`src/rtl/alu_arbiter.sv`:
```
// Round-robin sharing of one external combinational ALU between two requesters.
// Optional completion counters (stat_cnt0/stat_cnt1) are built when ALU_ARB_STAT_EN is defined.
module alu_arbiter #(
  parameter int WIDTH       = 32,
  parameter int OPW         = 3,
  parameter int EXEC_CYCLES = 1
) (
  input  logic             clk,
  input  logic             reset,
  input  logic             req0_valid,
  output logic             req0_ready,
  input  logic [WIDTH-1:0] req0_A,
  input  logic [WIDTH-1:0] req0_B,
  input  logic [OPW-1:0]   req0_op,
  input  logic             req1_valid,
  output logic             req1_ready,
  input  logic [WIDTH-1:0] req1_A,
  input  logic [WIDTH-1:0] req1_B,
  input  logic [OPW-1:0]   req1_op,
  output logic [WIDTH-1:0] alu_A,
  output logic [WIDTH-1:0] alu_B,
  output logic [OPW-1:0]   alu_op,
  input  logic [WIDTH-1:0] alu_C,
  output logic             rsp_valid,
  input  logic             rsp_ready,
  output logic             rsp_id,
  output logic [WIDTH-1:0] rsp_C,
  output logic [1:0]       state
`ifdef ALU_ARB_STAT_EN
  ,
  output logic [31:0]      stat_cnt0,
  output logic [31:0]      stat_cnt1
`endif
);

  localparam logic [1:0] IDLE = 2'd0;
  localparam logic [1:0] EXEC = 2'd1;
  localparam logic [1:0] RESP = 2'd2;

  localparam logic [3:0] CNT_INIT = 4'(EXEC_CYCLES - 1);

  logic [WIDTH-1:0] op_a;
  logic [WIDTH-1:0] op_b;
  logic [OPW-1:0]   op_code;
  logic [3:0]       cnt;
  logic             ptr;

  // Handshakes: a transfer happens on a rising edge where valid && ready are both 1.
  // Requesters only see ready in IDLE, and only the granted one; the response
  // channel holds valid/data stable until the consumer's ready is seen.
  assign req0_ready = (state == IDLE) && req0_valid && (!req1_valid || !ptr);
  assign req1_ready = (state == IDLE) && req1_valid && (!req0_valid || ptr);

  assign alu_A  = op_a;
  assign alu_B  = op_b;
  assign alu_op = op_code;

  always_ff @(posedge clk or posedge reset) begin
    if (reset) begin
      state     <= IDLE;
      op_a      <= '0;
      op_b      <= '0;
      op_code   <= '0;
      rsp_C     <= '0;
      rsp_valid <= 1'b0;
      rsp_id    <= 1'b0;
      cnt       <= 4'd0;
      ptr       <= 1'b0;
    end else begin
      case (state)
        IDLE: begin
          if (req0_valid && req0_ready) begin
            op_a    <= req0_A;
            op_b    <= req0_B;
            op_code <= req0_op;
            rsp_id  <= 1'b0;
            ptr     <= 1'b1;
            cnt     <= CNT_INIT;
            state   <= EXEC;
          end else if (req1_valid && req1_ready) begin
            op_a    <= req1_A;
            op_b    <= req1_B;
            op_code <= req1_op;
            rsp_id  <= 1'b1;
            ptr     <= 1'b0;
            cnt     <= CNT_INIT;
            state   <= EXEC;
          end
        end
        EXEC: begin
          if (cnt == 4'd0) begin
            rsp_C     <= alu_C;
            rsp_valid <= 1'b1;
            state     <= RESP;
          end else begin
            cnt <= cnt - 4'd1;
          end
        end
        RESP: begin
          if (rsp_ready) begin
            rsp_valid <= 1'b0;
            state     <= IDLE;
          end
        end
        default: state <= IDLE;
      endcase
    end
  end

`ifdef ALU_ARB_STAT_EN
  always_ff @(posedge clk or posedge reset) begin
    if (reset) begin
      stat_cnt0 <= 32'd0;
      stat_cnt1 <= 32'd0;
    end else if (rsp_valid && rsp_ready) begin
      if (rsp_id) stat_cnt1 <= stat_cnt1 + 32'd1;
      else        stat_cnt0 <= stat_cnt0 + 32'd1;
    end
  end
`else
  // Completion counters are not present in this build.
`endif

endmodule

```
`config.mk`:
```
export PLATFORM = sky130hd
export DESIGN_NAME = alu_arbiter
export DESIGN_NICKNAME = d
export VERILOG_FILES = /design/src/rtl/alu_arbiter.sv
export SDC_FILE = /design/constraint.sdc
export NUM_CORES = 1
export LEC_CHECK = 0
export CELL_PAD_IN_SITES_DETAIL_PLACEMENT = 1
export CELL_PAD_IN_SITES_GLOBAL_PLACEMENT = 2
export CORE_MARGIN = 2
export CORE_UTILIZATION = 24
export CTS_BUF_LIST = sky130_fd_sc_hd__clkbuf_4 sky130_fd_sc_hd__clkbuf_8
export CTS_CLUSTER_DIAMETER = 200
export CTS_CLUSTER_SIZE = 24
export DETAILED_ROUTE_END_ITERATION = 6
export GPL_TIMING_DRIVEN = 0
export HOLD_SLACK_MARGIN = 0.1
export PLACE_DENSITY_LB_ADDON = 0.1
export SYNTH_ARGS = -nofsm -noshare
export SYNTH_HDL_FRONTEND = slang
export SYNTH_SLANG_ARGS = --single-unit
```
`constraint.sdc`:
```
create_clock -name clk -period 3.85 [get_ports clk]
set_clock_uncertainty 0.15 [all_clocks]
set_input_delay 0.5775 -clock clk [delete_from_list [all_inputs] [get_ports clk]]
set_output_delay 0.5775 -clock clk [all_outputs]
set_load 0.05 [all_outputs]
```
==> results of run 1 <==
worst max-delay path by stage:
| stage | to |
|---|---|
| after floorplan | alu_A[0]$_DFFE_PP0P_ |
| after detailed placement | req0_ready |
| after global placement | alu_B[9]$_DFFE_PP0P_ |
| after CTS | req0_ready |
| after global routing | req0_ready |
| final | req0_ready |
state kept, by name, indices dropped and copies added (netlist names):
| signal | flops |
|---|---|
| alu_A | 32 |
| alu_B | 32 |
| alu_op | 3 |
| cnt | 4 |
| ptr | 1 |
| rsp_C | 32 |
| rsp_id | 1 |
| rsp_valid | 1 |
| state | 2 |
power by group through the flow:
| stage | sequential (mW) | combinational [mW] | clock, mW |
|---|---|---|---|
| floorplan | 3.86 | 1.56 | 0 |
| global route | 2.09 | 5.40 | 0.825 |
| finish | 2.01 | 5.11 | 0.742 |
| detailed placement | 2.03 | 5.16 | 0 |
| CTS | 2.02 | 5.18 | 0.782 |
| global placement | 2.01 | 5.11 | 0 |
stage by stage:
| step | TNS, ns | power [mW] | utilization, % | hold WS [ns] | instance area (µm²) |
|---|---|---|---|---|---|
| floorplan | 0 | 5.416 | - | 0.2899 | 4866 |
| global placement | -187.66 | 7.123 | 39.70 | 0.3166 | 7956 |
| detailed placement | 0 | 7.192 | 39.87 | 0.3313 | 7989 |
| CTS | 0 | 7.982 | 40.87 | 0.3480 | 8190 |
| global route | 0 | 8.308 | 40.87 | 0.3768 | 8190 |
| finish | 0 | 7.863 | 40.87 | 0.3360 | 8190 |
critical path, delay by kind of cell:
family	cells	cell delay, ns
buffers and inverters	5	1.82
AO/OA/AOI/OAI	1	0.38
AND/OR/NAND/NOR	1	0.23
cell families (layout without fill, tap and decap cells):
logic type                 Yosys count  after routing
and+or+nand+nor                     25             25
buffers and inverters               41            333
AOI/OAI and AO/OA                  144            144
adders and majority gates            2              2
muxes                               34             34
DFF                                108            108
routing by layer:
layer / part of all wire [%] / global-route usage (%) / up-vias
li1: - / - / 1941
met1: 43 / 20.85 / 2096
met2: 47 / 26.75 / 170
met3: 8.1 / 5.625 / 13
met4: 1.5 / 4.709 / 0
met5: 0 / 0 / -
cell usage after synthesis:
cell,instances
buf_12,1
nor2_1,2
mux2_4,28
dfrtp_1,108
nor2b_1,2
buf_6,5
or4bb_1,1
or3b_4,1
clkbuf_1,13
o21ai_1,4
a211o_1,1
nand3_1,3
nand2_1,2
o31ai_1,3
a21boi_0,64
a22o_1,1
buf_2,10
mux2i_1,2
ha_1,2
inv_4,1
o21ai_0,3
nand4_1,3
inv_1,5
or2_1,3
nor3_1,4
clkinv_1,1
nor3_2,1
buf_8,5
nand2b_1,3
a221o_1,64
mux2_1,4
a31oi_1,3
o21a_1,1
area by class of cell:
class / instances / area, µm² / share of cell area, %
Buffer: 34 / 250.2 / 3.055
Clock buffer: 10 / 131.4 / 1.604
Clock inverter: 6 / 70.07 / 0.8555
Inverter: 7 / 33.78 / 0.4125
Multi-Input combinational cell: 205 / 1884 / 23.01
Sequential cell: 108 / 2703 / 33.00
Tap cell: 270 / 337.8 / 4.125
Timing Repair Buffer: 276 / 2780 / 33.94
==> key figures, run 1 <==
Placed design
  • IO Port Bufs: roughly 280
  • Dpl ws: about 0.090 ns
  • Gpl congestion: just over 0.7
  • DP Wirelength: between 10 and 15 mm
  • Placed cells: 900

Layout
  • Antenna diode count: 0
  • P&R area growth vs syn: 68.32%
  • Post-route insts no fill: approximately 920
  • Leading cell types in the layout, fill and taps excluded: clkdlybuf4s50_1, dfrtp_1, a21boi_0, a221o_1, mux2_4
  • Most common cell after layout, fill and taps aside: clkdlybuf4s50_1
  • Share of layout cells above drive strength 1: a little over a tenth
  • Fillers: between 2,000 and 2,500
  • Fin nets: slightly above 800

Logic synthesis
  • Synth Instances: 354
  • #FFs+latches synth: roughly 110
  • Compound-gate portion of the synthesized area: 25.12%
  • Syn Nets: about 530
  • Synth cell types: 33
  • Post-synth top area cell: dfrtp_1
  • Simple-Gate Fraction of Synth Area: under 10%
  • Mux cell area share after synthesis: roughly a tenth
  • Post-synthesis sequential area ratio: between 50% and 60%
  • Synth area leaders: dfrtp_1, a221o_1, a21boi_0
  • Top-area cell type share of the netlist area: between 50% and 60%
  • Post-synthesis xor/xnor area fraction: 0%
  • Combinational family with the most area after synthesis: compound AO/OA/AOI/OAI gates
  • Synth Area in Adders: less than 1%
  • Avg Cell Area, Syn: about 14 µm²
  • Mapped Area: between 4000 and 5000 µm²
  • Ys Warns: 0

Detailed routing
  • Total number of vias: around 4,200
  • Final antenna-violating net count: 0
  • DR iter-0 viols: roughly 120
  • Vias/cell: around 4.6
  • Average routed wire per standard cell: about 19 µm
  • Drt total wl: ~18 mm
  • First drt pass iteration count: 4
  • # DRC: 0

CTS
  • Root Driver: clkbuf_8
  • Longest Clk Path Bufs: 2
  • Total number of H-tree levels: 3
  • Worst-skew pair later-pin latency: roughly 0.38 ns
  • Hold_buf cts: 0
  • CTS tree: done
  • Setup Fix Bufs, Post-CTS: 0
  • Clk slew on worst S/H paths: approximately 0.12 ns
  • CTS Sinks: about 110
  • Post-CTS Resized: 0
  • CTS Buf Count: 9

Worst hold path
  • HP Class: reg2reg
  • Hold Crit Start: cnt[3]$_DFFE_PP0P_
  • Hold endpoint: cnt[3]$_DFFE_PP0P_
  • WHS Path Cells: 1

Power and ir drop
  • Sw Share: just under 50%
  • Leakage: about 3.4 nW
  • Clock Power Share: 9.4%
  • PD cells: between 900 and 1000 nW/µm²
  • Combinational power share: ~65%
  • Max VDD drop: around 0.00035 V
  • P_int: approximately 4.1 mW
  • Sequential power share: about a quarter
  • P_sw: around 3.8 mW

STA
  • Max_slew headroom: 61.45%
  • Final worst slack: between 0.1 and 0.15 ns
  • Final worst-path cycle share: between 90% and 100%
  • Least-Margin Pin Slew: between 0.5 and 0.6 ns
  • Final hold viol count: 0
  • Slew Limit Fails: 0
  • Minimum clock period: about 3.7 ns
  • Final setup fails: 0
  • RSZ-0062 raised after global routing: false
  • Maximum clock rate: 0.2679 GHz

Critical path
  • RR Endpoint: alu_B[2]$_DFFE_PP0P_
  • Slowest-stage cell, CP: clkdlybuf4s50_1
  • Worst path cell trace: clkdlybuf4s50_1 > a211o_1 > or2_1 > buf_6 > inv_4 > buf_2 > clkdlybuf4s50_1
  • CP arrival: ~3.0 ns
  • Critical Path Start Type: input port
  • Worst EP required: between 3 and 4 ns
  • Worst setup path category: in2out
  • Endpoint class of the critical path: output port
  • R2R Path Start: state[1]$_DFFE_PP0P_
  • CP Max Fanout: 10
  • Depth of the most critical reg-to-reg path: 5
  • Reg2Reg Setup Slack: 1.42 ns
  • Max incr delay on CP: 0.85 ns
  • Crit path launch: req1_valid
  • Most used cell, CP: clkdlybuf4s50_1

GRT
  • Antenna violations before repair: 0
  • Total gr overflow: 0
  • First-pass GRT wire length: roughly 28 mm
  • Aggregate global-route resource usage: approximately 16%
  • Largest net degree at the start of global routing: 58
  • Number of global-route vias before repair: 4,657

Outcome
  • Outcome: complete, no violations

Die
  • Die width: 146.4 µm
  • Starting Density: between 20% and 30%
  • CORE AREA: between 20,000 and 25,000 µm²
  • Number of cell rows: between 50 and 60
  • Chip height: between 100 and 150 µm
  • Io pins: around 280
  • Die area: around 21,000 µm²

Job
  • Max cap viols: 0
Power figures use the tool's default switching activity.
==> inputs of run 2 (changes only) <==
--- a/config.mk
+++ b/config.mk
@@ -8,7 +8,7 @@
 export CELL_PAD_IN_SITES_DETAIL_PLACEMENT = 1
 export CELL_PAD_IN_SITES_GLOBAL_PLACEMENT = 2
 export CORE_MARGIN = 2
-export CORE_UTILIZATION = 24
+export CORE_UTILIZATION = 22
 export CTS_BUF_LIST = sky130_fd_sc_hd__clkbuf_4 sky130_fd_sc_hd__clkbuf_8
 export CTS_CLUSTER_DIAMETER = 200
 export CTS_CLUSTER_SIZE = 24
==> constraint.sdc (replaced) <==
create_clock -name clk -period 3 [get_ports clk]
set_clock_uncertainty 0.15 [all_clocks]
set_input_delay 0.45 -clock clk [delete_from_list [all_inputs] [get_ports clk]]
set_output_delay 0.45 -clock clk [all_outputs]
set_load 0.05 [all_outputs]
==> run 2 against run 1 <==
Against the previous run: register-to-register slack got worse by 0.80 ns; utilization fell by 3.1 points; design area up 0.40%; sequential share of layout area shrank 0.13 points; sequential power grew 29%; worst setup slack lost 0.017 ns; clock-buffer cell count is 2 higher; critical endpoint unchanged; hold slack worse by 0.031 ns; cell count is 1.3% higher; flip-flop and latch count is the same; non-clock buffer count grew 2; largest cell class unchanged; critical path depth unchanged.
==> key figures, run 2 (synthesis gave the netlist of run 1 again) <==
Layout
  • Layout Utilization: 37.80% (-3.1 points)
  • Fin nets: 816 (+0.25%)
  • Area taken by multi-input logic gates: 1884 µm² (unchanged)
  • Leading cell types in the layout, fill and taps excluded: clkdlybuf4s50_1, dfrtp_1, a21boi_0, a221o_1, mux2_4
  • Share of layout cells above drive strength 1: 11.42% (+0.58 points)
  • P&R area growth vs syn: 68.99%
  • Antenna diode count: 0 (unchanged)
  • Most common cell after layout, fill and taps aside: clkdlybuf4s50_1
  • Fillers: 2,336 (+7.5%)
  • Register area: 2703 µm² (unchanged)

CTS
  • Longest Clk Path Bufs: 2 (unchanged)
  • Total number of H-tree levels: 3 (unchanged)
  • CTS Sinks: 108 (unchanged)
  • Setup Fix Bufs, Post-CTS: 0 (unchanged)
  • CTS tree: done
  • CTS Buf Count: 9 (unchanged)
  • Worst-skew pair later-pin latency: 0.37 ns (about the same)
  • Root Driver: clkbuf_8
  • Clk slew on worst S/H paths: 0.12 ns (about the same)

Critical path
  • CP Max Fanout: 10 (unchanged)
  • Reg2Reg Setup Slack: 0.62 ns (-0.80 ns)
  • Critical Path Start Type: input port
  • Slowest-stage cell, CP: clkdlybuf4s50_1
  • RR Endpoint: alu_B[13]$_DFFE_PP0P_
  • Worst path cell trace: clkdlybuf4s50_1 > a211o_1 > or2_1 > buf_6 > inv_4 > buf_2 > buf_4
  • Worst EP required: 2.40 ns (-0.72 ns)
  • Endpoint class of the critical path: output port
  • CP arrival: 2.30 ns (-0.71 ns)
  • R2R Path Start: state[1]$_DFFE_PP0P_
  • Depth of the most critical reg-to-reg path: 5 (unchanged)
  • Max incr delay on CP: 0.54 ns (-0.31 ns)
  • Worst setup path category: in2out

STA
  • Hold slack: 0.3054 ns (-0.03060 ns)
  • Minimum clock period: just under 3 ns
  • Fin Setup TNS: 0 ns (unchanged)
  • Maximum clock rate: 0.3448 GHz
  • Final worst-path cycle share: 96.67%
  • Least-Margin Pin Slew: 0.6744 ns (+0.09784 ns)
  • Final setup fails: 0 (unchanged)
  • RSZ-0062 raised after global routing: false
  • Max_slew headroom: 55.04% (-6.4 points)
  • Slew Limit Fails: 0 (unchanged)
  • Final hold viol count: 0 (unchanged)
  • Final worst slack: 0.09996 ns (-0.01735 ns)

GRT
  • Largest net degree at the start of global routing: 36 (-38%)
  • Aggregate global-route resource usage: 15.90% (-0.55 points)
  • Number of global-route vias before repair: 4,850 (+4.1%)
  • Antenna violations before repair: 0 (unchanged)
  • Total gr overflow: 0 (unchanged)
  • First-pass GRT wire length: 29.09 mm (+5.0%)

Die
  • Number of cell rows: 54 (+3.8%)
  • Die width: 152.7 µm (+4.3%)
  • Chip height: 152.7 µm (+4.3%)
  • Die area: 23,320 µm² (+8.8%)
  • Io pins: 276 (unchanged)
  • CORE AREA: 21,760 µm² (+8.6%)
  • Starting Density: 22.37% (-1.9 points)

Detailed routing
  • Vias/cell: 4.637 (+0.65%)
  • # DRC: 0 (unchanged)
  • DR iter-0 viols: 156 (+34%)
  • Average routed wire per standard cell: 20.08 µm (+4.0%)
  • Final antenna-violating net count: 0 (unchanged)
  • Total number of vias: 4,303 (+2.0%)
  • First drt pass iteration count: 4 (unchanged)
  • Drt total wl: 18.64 mm (+5.4%)

Power and ir drop
  • Leakage: 3.405 nW (about the same)
  • PD cells: 1226 nW/µm² (+28%)
  • Max VDD drop: 0.0004550 V (+29%)

Job
  • Max cap viols: 0 (unchanged)

Placed design
  • Gpl congestion: 0.7368 (+1.7%)
  • Dpl ws: -0.5094 ns (-0.5993 ns)
  • IO Port Bufs: 275 (unchanged)
  • DP Wirelength: 14.06 mm (+5.6%)

Worst hold path
  • HP Class: in2async

Outcome
  • Outcome: complete, no violations
[run 2: changes by cell type in the layout (fill, tap and decap cells not counted), moves of 2 or more]
cell	previous run	this run
clkdlybuf4s50_1	275	273
buf_12	1	4
clkbuf_8	9	11
inv_6	3	1
clkinvlp_4	0	3
[run 2: what timing repair did]
item,in CTS,in global routing
pin swaps,0,0
endpoints found under the setup margin,2,1
resized for setup,8,2
hold buffers,0,0
[run 2: stage by stage]
| step | area [µm²] | power [mW] | cells |
|---|---|---|---|
| 2_1_floorplan | 4870 | 6.951 | 354 |
| 5_1_grt | 8223 | 10.65 | 928 |
| 6_report | 8223 | 10.08 | 928 |
| 3_5_place_dp | 8033 | 9.266 | 912 |
| 3_3_place_gp | 7973 | 9.171 | 909 |
| 4_1_cts | 8220 | 10.23 | 928 |
[run 2: how the worst max path moves through the flow]
stage                              start    endpoint  slack [ns]
floorplan           state[1]$_DFFE_PP0P_  req0_ready        0.72
global route        state[1]$_DFFE_PP0P_  req1_ready        0.01
global placement              req1_valid  req0_ready       -0.49
detailed placement            req1_valid  req0_ready       -0.51
finish                        req1_valid  req0_ready         0.1
CTS                           req1_valid  req0_ready        0.03
[run 2: area by class of cell]
class | count | share of cell area, %
flip-flops and latches | 108 | 32.87
clock inverters | 4 | 0.3956
repair buffers | 278 | 34.19
well taps | 280 | 4.260
multi-input cells | 205 | 22.92
plain buffers | 34 | 3.043
clock buffers | 12 | 1.932
inverters | 7 | 0.3956
[run 2: critical path: cells and delay by family]
family / cells / cell delay (ns)
AO/OA/AOI/OAI: 1 / 0.39
AND/OR/NAND/NOR: 1 / 0.23
buffers and inverters: 5 / 1.21
[run 2: layer usage]
| layer | share of wire [%] | vias to the layer above | track usage, % |
|---|---|---|---|
| li1 | - | 1953 | - |
| met1 | 45 | 2159 | 20.61 |
| met2 | 47 | 183 | 25.80 |
| met3 | 7.7 | 8 | 5.176 |
| met4 | 0.73 | 0 | 3.836 |
| met5 | 0 | - | 0 |
[run 2: power by group]
| part | total, mW | switching, mW | internal [mW] |
|---|---|---|---|
| sequential | 2.60 | 0.417 | 2.19 |
| combinational | 6.58 | 3.97 | 2.61 |
| clock | 0.895 | 0.532 | 0.363 |
| total | 10.1 | 4.92 | 5.16 |
